--- src/rtl/alu_issue_ctrl.sv ---
// Issue/writeback sequencer around an external 8-bit combinational ALU.
// Registers a command onto the ALU inputs, captures the result a cycle later, and queues it in a response FIFO.
module alu_issue_ctrl #(
  parameter int DEPTH  = 4,
  parameter int DATA_W = 8
) (
  input  logic              clk,
  input  logic              rst_n,
  input  logic              cmd_valid,
  output logic              cmd_ready,
  input  logic [3:0]        cmd_op,
  input  logic [DATA_W-1:0] cmd_a,
  input  logic [DATA_W-1:0] cmd_b,
  input  logic              cmd_use_acc,
  input  logic              acc_clr,
  output logic [DATA_W-1:0] alu_a,
  output logic [DATA_W-1:0] alu_b,
  output logic [3:0]        alu_sel,
  input  logic [DATA_W-1:0] alu_result,
  input  logic              alu_carry,
  input  logic              alu_zero,
  output logic              rsp_valid,
  input  logic              rsp_ready,
  output logic [DATA_W-1:0] rsp_data,
  output logic              rsp_carry,
  output logic              rsp_zero,
  output logic              rsp_err,
  output logic [DATA_W-1:0] acc,
  output logic              busy
);
  localparam int          PW     = $clog2(DEPTH);
  localparam logic [PW:0] FULL   = (PW+1)'(DEPTH);
  localparam logic [3:0]  OP_CMP = 4'd8;

  typedef enum logic {IDLE, EXEC} state_t;
  typedef struct packed {
    logic [DATA_W-1:0] data;
    logic              carry;
    logic              zero;
    logic              err;
  } rsp_t;

  state_t          state, state_nxt;
  logic            err_q;
  rsp_t            mem [DEPTH];
  rsp_t            head;
  logic [PW-1:0]   wr_ptr, rd_ptr;
  logic [PW:0]     count;
  logic            accept, push, pop;

  // Held low through reset so nothing is accepted while the block is being cleared.
  assign cmd_ready = rst_n && (state == IDLE) && (count != FULL);
  assign accept    = cmd_valid && cmd_ready;
  assign push      = (state == EXEC);
  assign pop       = rsp_valid && rsp_ready;
  assign rsp_valid = (count != '0);
  assign busy      = (state == EXEC) || (count != '0);

  always_comb begin
    state_nxt = state;
    case (state)
      IDLE: if (accept) state_nxt = EXEC;
      EXEC: state_nxt = IDLE;
      default: state_nxt = IDLE;
    endcase
  end

  always_ff @(posedge clk or negedge rst_n) begin
    if (!rst_n) begin
      state   <= IDLE;
      alu_a   <= '0;
      alu_b   <= '0;
      alu_sel <= '0;
      err_q   <= 1'b0;
      acc     <= '0;
    end else begin
      state <= state_nxt;
      if (accept) begin
        alu_a   <= cmd_use_acc ? acc : cmd_a;
        alu_b   <= cmd_b;
        alu_sel <= cmd_op;
        err_q   <= (cmd_op > OP_CMP);
      end
      // Clear takes priority over a same-cycle writeback.
      if (acc_clr)
        acc <= '0;
      else if (push && !err_q && (alu_sel != OP_CMP))
        acc <= alu_result;
    end
  end

  always_ff @(posedge clk or negedge rst_n) begin
    if (!rst_n) begin
      for (int i = 0; i < DEPTH; i++) mem[i] <= '0;
      wr_ptr <= '0;
      rd_ptr <= '0;
      count  <= '0;
    end else begin
      if (push) begin
        mem[wr_ptr] <= '{data: alu_result, carry: alu_carry, zero: alu_zero, err: err_q};
        wr_ptr      <= wr_ptr + 1'b1;
      end
      if (pop) rd_ptr <= rd_ptr + 1'b1;
      case ({push, pop})
        2'b10:   count <= count + 1'b1;
        2'b01:   count <= count - 1'b1;
        default: count <= count;
      endcase
    end
  end

  assign head      = mem[rd_ptr];
  assign rsp_data  = head.data;
  assign rsp_carry = head.carry;
  assign rsp_zero  = head.zero;
  assign rsp_err   = head.err;

endmodule

--- config.mk ---
export PLATFORM = sky130hd
export DESIGN_NAME = alu_issue_ctrl
export DESIGN_NICKNAME = d
export VERILOG_FILES = /design/src/rtl/alu_issue_ctrl.sv
export SDC_FILE = /design/constraint.sdc
export NUM_CORES = 1
export LEC_CHECK = 0
export ABC_AREA = 1
export CELL_PAD_IN_SITES_DETAIL_PLACEMENT = 2
export CELL_PAD_IN_SITES_GLOBAL_PLACEMENT = 2
export CORE_ASPECT_RATIO = 0.5
export CORE_MARGIN = 4
export CORE_UTILIZATION = 32
export CTS_BUF_LIST = sky130_fd_sc_hd__clkbuf_2 sky130_fd_sc_hd__clkbuf_4 sky130_fd_sc_hd__clkbuf_8
export CTS_CLUSTER_DIAMETER = 30
export DETAILED_ROUTE_END_ITERATION = 16
export PLACE_DENSITY = 0.85
export SLEW_MARGIN = 20
export SYNTH_ARGS = -nofsm -noshare
export SYNTH_HDL_FRONTEND = slang
export SYNTH_SLANG_ARGS = --single-unit
export TNS_END_PERCENT = 100
--- constraint.sdc ---
create_clock -name clk -period 1.8 [get_ports clk]
set_clock_uncertainty 0.05 [all_clocks]
set_input_delay 0.18 -clock clk [delete_from_list [all_inputs] [get_ports clk]]
set_output_delay 0.18 -clock clk [all_outputs]
set_load 0.02 [all_outputs]
Word-level counts from Yosys, hierarchy flattened
Index checks and enable logic that the tools add are counted.
{"block": "totals", "regBits": 81, "in_bits": 36, "output_inout_bits": 42, "elab_cells": 64}
{"block": "op_classes", "addsub": 4, "n_lt_le_gt_ge": 4, "n_eq_ne": 4, "n_mux": 12, "bitwise": 3, "reduce_logical": 12}
{"operator": "$bwmux 44", "n": 1}
{"operator": "$mux 11", "n": 3}
{"operator": "$mux 8", "n": 3}
{"operator": "$bmux 11 s2", "n": 1}
{"operator": "$demux 11 s2", "n": 1}
{"operator": "$logic_and 1x1->1", "n": 7}
{"operator": "$ge 3x3->1 const B", "n": 2}
{"operator": "$not 2->3", "n": 2}
{"operator": "$pmux 3 s2", "n": 1}
{"operator": "$add 2x1->2 const B", "n": 2}
{"operator": "$gt 4x4->1 const B", "n": 1}
{"operator": "$ne 4x4->1 const B", "n": 1}
{"operator": "$reduce_bool 2->1", "n": 2}
{"operator": "$add 3x1->3 const B", "n": 1}
{"operator": "$lt 3x1->1 const B", "n": 1}
{"operator": "$ne 3x3->1 const B", "n": 1}
{"operator": "$reduce_bool 3->1", "n": 1}
{"operator": "$sub 3x1->3 const B", "n": 1}
{"operator": "$eq 2x1->1 const B", "n": 1}
{"operator": "$eq 2x2->1 const B", "n": 1}
{"operator": "$pmux 1 s2", "n": 1}
{"operator": "$logic_not 1->1", "n": 1}
{"operator": "$logic_or 1x1->1", "n": 1}
{"operator": "$mux 1", "n": 1}
{"operator": "$not 1->1", "n": 1}

Logic depth before layout (Yosys ltp)
{"block": "logic_depth", "word_depth": 6, "ltp_mapped": 11}

Worst setup path after synthesis
No wires, ideal clock.
{"block": "synth_path", "kind": "register to register", "from": "reg count[0]", "to": "reg count[2]", "arrival_time_ns": 1.663, "slack_ns": -0.036, "stages_incl_launch_ff": 11, "path_cell_list": "dfrtp_1 -> nor2_2 -> nand2_1 -> nand2_1 -> inv_1 -> ha_1 -> inv_1 -> fa_1 -> nand2_1 -> nand3b_1 -> xor2_1"}
{"block": "synth_via", "elab_chain_len": 4, "elab_cells_between_ends": 8, "cone_classes": "add/sub (2); eq/ne (2); mux (1); reduce/logical (3)"}
{"item": "from (decl)", "line": "48", "rtl": "logic [PW:0] count;"}
{"item": "from (signal assigned)", "line": "105", "rtl": "2'b10: count <= count + 1'b1;"}
{"item": "from (signal assigned)", "line": "106", "rtl": "2'b01: count <= count - 1'b1;"}
{"item": "from (signal assigned)", "line": "107", "rtl": "default: count <= count;"}
{"item": "$reduce_bool 3->1 *", "line": "56", "rtl": "assign rsp_valid = (count != '0);"}
{"item": "net rsp_valid", "line": "22", "rtl": "output logic rsp_valid,"}
{"item": "$logic_and 1x1->1 *", "line": "55", "rtl": "assign pop = rsp_valid && rsp_ready;"}
{"item": "$eq 2x1->1 or $eq 2x2->1 (tied branches)", "line": "104", "rtl": "case ({push, pop})"}
{"item": "$pmux 3 s2 or $reduce_bool 2->1 (tied branches)"}
The timed path passes the listed nets; every way through them passes the cells marked *.
A chain may end at the register's enable or synchronous reset.

Worst setup path in the final report
{"block": "layout_path", "from": "reg count[1]", "to": "reg count[2]"}
{"block": "layout_via", "elab_chain_len": 4, "elab_cells_between_ends": 8, "cone_classes": "add/sub (2); eq/ne (2); mux (1); reduce/logical (3)"}
{"item": "parallel branches: the longest is 4 deep, another holds $sub 3x1->3"}
Parallel ways; which one is timed is not known.

==> results.md <==
- Setup violators final: 0
- CP Class: flop to flop
- Pre-CTS setup slack: -0.0852 ns
- First-pass GRT wire length: 18400 µm
- Fin crit period: 1.78 ns
- Fmax: 0.563 GHz
- Relative slew slack: 50.2%
- Syn avg cell area: 9.18 µm²
- Max-cap violations: 0
- Setup ws final: 0.0235 ns
- Status: complete, no violations
- Post-Route WL: 11300 µm
- Slew Viols, Final: 0
- Ant diodes: 0
- Htree depth: 3
- Tot Pwr: 8.48 mW
- Largest net degree at the start of global routing: 82
- RePlAce Congestion: 0.732
- Leak Pwr: 2.34 nW
- Commonest non-fill, non-tap cell in the layout: nand2_1
- CP required: 1.99 ns
- Synth Cell Area: 0.00372 mm²
- Initial Utilization: 33.2%
- Initial antenna violation count: 0
- Crit. End Element: flop
- Worst IR Drop VDD: 525 µV
- Clock Sinks: 81
- Max Buffers Root-to-Sink: 2
- Final core utilization: 44.2%
- RSZ-0062 raised after global routing: yes
- Min-delay worst type: input pin to flop
- Core Area: 0.0112 mm²
- CTS Buf Count: 9
- Pwr Density: 1720 mW/mm²
- Final Hold Viols: 0
- Die H: 84.2 µm
- Cell variety after synth: 24
- # rows: 27
- CP Max Fanout: 3
- CTS Root Buffer Type: clkbuf_8
- Initial DRT Pass Iterations: 4
- PortBufs: 77
- Share of cells above drive strength 1: 18.4%
- # fillers: 1195
- Clock Pin Slew Worst Setup and Hold Paths: 0.09 ns
- Drt wl/cell: 17.1 µm
- Area Overhead vs Synth: 32.9%
- Clock latency on the worst-skew pair: 0.35 ns
- Die footprint: 0.0135 mm²
- Die width: 160 µm
- Detail Placement HPWL: 7860 µm
- Vias in the first global route: 3501
- Routed Antenna Nets: 0
- Net count reported at finish: 538
- Synthesis Warnings: 0
- CTS tree: done
- GRT overflow: 0
- Via count: 3171
- FF+latch count, synth: 81
- # IOs: 78
- Vias per cell: 4.80
- Flop2flop setup slack: 0.02 ns
- Most frequent cells in the layout: 85 x nand2_1, 81 x dfrtp_1, 76 x o21ai_0
- Worst slew pin tran: 0.746 ns
- DRC viols: 0
- DRT iter0 DRCs: 148
- Mapped Cells: 405
- Worst EP arrival: 1.97 ns
- Seq/Total Area, Yosys: 54.5%
- Final period util: 98.7%
- Syn_nets: 447
- GRT Total Usage: 16.9%
- Critical path launch point type: flop
==> registers in the layout, indices dropped and copies added (netlist names) <==
register  count
push          1
alu_sel       4
wr_ptr        2
alu_b         8
rd_ptr        2
alu_a         8
acc           8
count         3
mem          44
err_q         1
==> final timing paths <==
check	from	cells past startpoint	end
max in group asynchronous	rst_n	3	mem[11]
worst max register to register	count[1]	10	count[2]
worst min register to register	alu_a[5]	2	alu_a[5]
worst max-delay path	count[1]	10	count[2]
worst min-delay path	cmd_b[0]	3	alu_b[0]
min in group asynchronous	rst_n	3	alu_b[1]
==> routing by layer <==
| metal | share of wire [%] | wire (µm) | track usage (%) |
|---|---|---|---|
| met5 | 0 | 0 | 0 |
| met4 | 1.2 | 132 | 4.92 |
| met3 | 2.8 | 320 | 3.53 |
| met2 | 50 | 5700 | 29.4 |
| met1 | 46 | 5140 | 21.5 |
==> cell families after synthesis <==
| family | after synthesis | share of synthesized area, % |
|---|---|---|
| buffers and inverters | 60 | 7.37 |
| XOR/XNOR | 5 | 1.18 |
| AO/OA/AOI/OAI | 109 | 17.2 |
| adder cells (fa/ha/maj) | 6 | 2.22 |
| flip-flops | 81 | 54.5 |
| AND/OR/NAND/NOR | 144 | 17.5 |
==> report_power, final <==
part           internal [mW]  switching [mW]  leakage, nW
clock                  0.653           0.713        0.100
combinational           1.66            2.29         1.24
sequential              2.62           0.546         1.00
==> through the flow <==
| step | TNS (ns) | hold slack (ns) | area (µm²) | std cells |
|---|---|---|---|---|
| floorplan | 0 | -0.166 | 3720 | 405 |
| global placement | 0 | 0.410 | 4740 | 640 |
| detailed placement | -0.0951 | 0.423 | 4740 | 640 |
| CTS | 0 | 0.0880 | 4890 | 656 |
| global route | -0.105 | 0.318 | 4940 | 660 |
| finish | 0 | 0.319 | 4940 | 660 |
==> cell usage after synthesis <==
| library cell | instances | area [µm²] |
|---|---|---|
| nand2_1 | 87 | 327 |
| dfrtp_1 | 81 | 2030 |
| o21ai_0 | 77 | 385 |
| inv_1 | 39 | 146 |
| nor2_1 | 24 | 90.1 |
| o21ai_2 | 21 | 184 |
| o22ai_1 | 11 | 68.8 |
| nand3_1 | 10 | 50.1 |
| buf_2 | 9 | 45.0 |
| nand4_1 | 8 | 50.1 |
| or2_2 | 8 | 50.1 |
| buf_6 | 5 | 56.3 |
| clkbuf_1 | 5 | 18.8 |
| ha_1 | 5 | 62.6 |
| xor2_1 | 3 | 26.3 |
| nand2_2 | 2 | 12.5 |
| nor2_8 | 2 | 40.0 |
| xnor2_1 | 2 | 17.5 |
| buf_1 | 1 | 3.75 |
| fa_1 | 1 | 20.0 |
| inv_2 | 1 | 3.75 |
| nand3_4 | 1 | 17.5 |
| nand3b_1 | 1 | 7.51 |
| nor2_2 | 1 | 6.26 |
==> worst max-delay path, cell delays in order, from the launching register on <==
cell and delay, ns:
dfrtp_1 0.42, nor2_2 0.06, nand2_2 0.08, nand2_2 0.07, inv_1 0.06, ha_2 0.16
inv_1 0.06, fa_2 0.34, nand2_1 0.09, nand3b_1 0.12, xor2_1 0.16
==> timing repair <==
action                                 CTS  global route
gates resized for setup                 46            10
buffers inserted                         0             3
pin swaps                                0             3
endpoints found under the hold margin    0            73
hold buffers                             0             1
setup endpoints to repair               13            15
==> cell type report <==
cell class	instances	area [µm²]	area share, %
clock buffers	9	124	2.51
clock inverters	7	77.6	1.57
inverters	40	150	3.04
multi-input cells	264	1430	28.9
flip-flops and latches	81	2030	41.0
well taps	159	199	4.03
repair buffers	100	936	19.0
(Power assumes the default switching activity.)
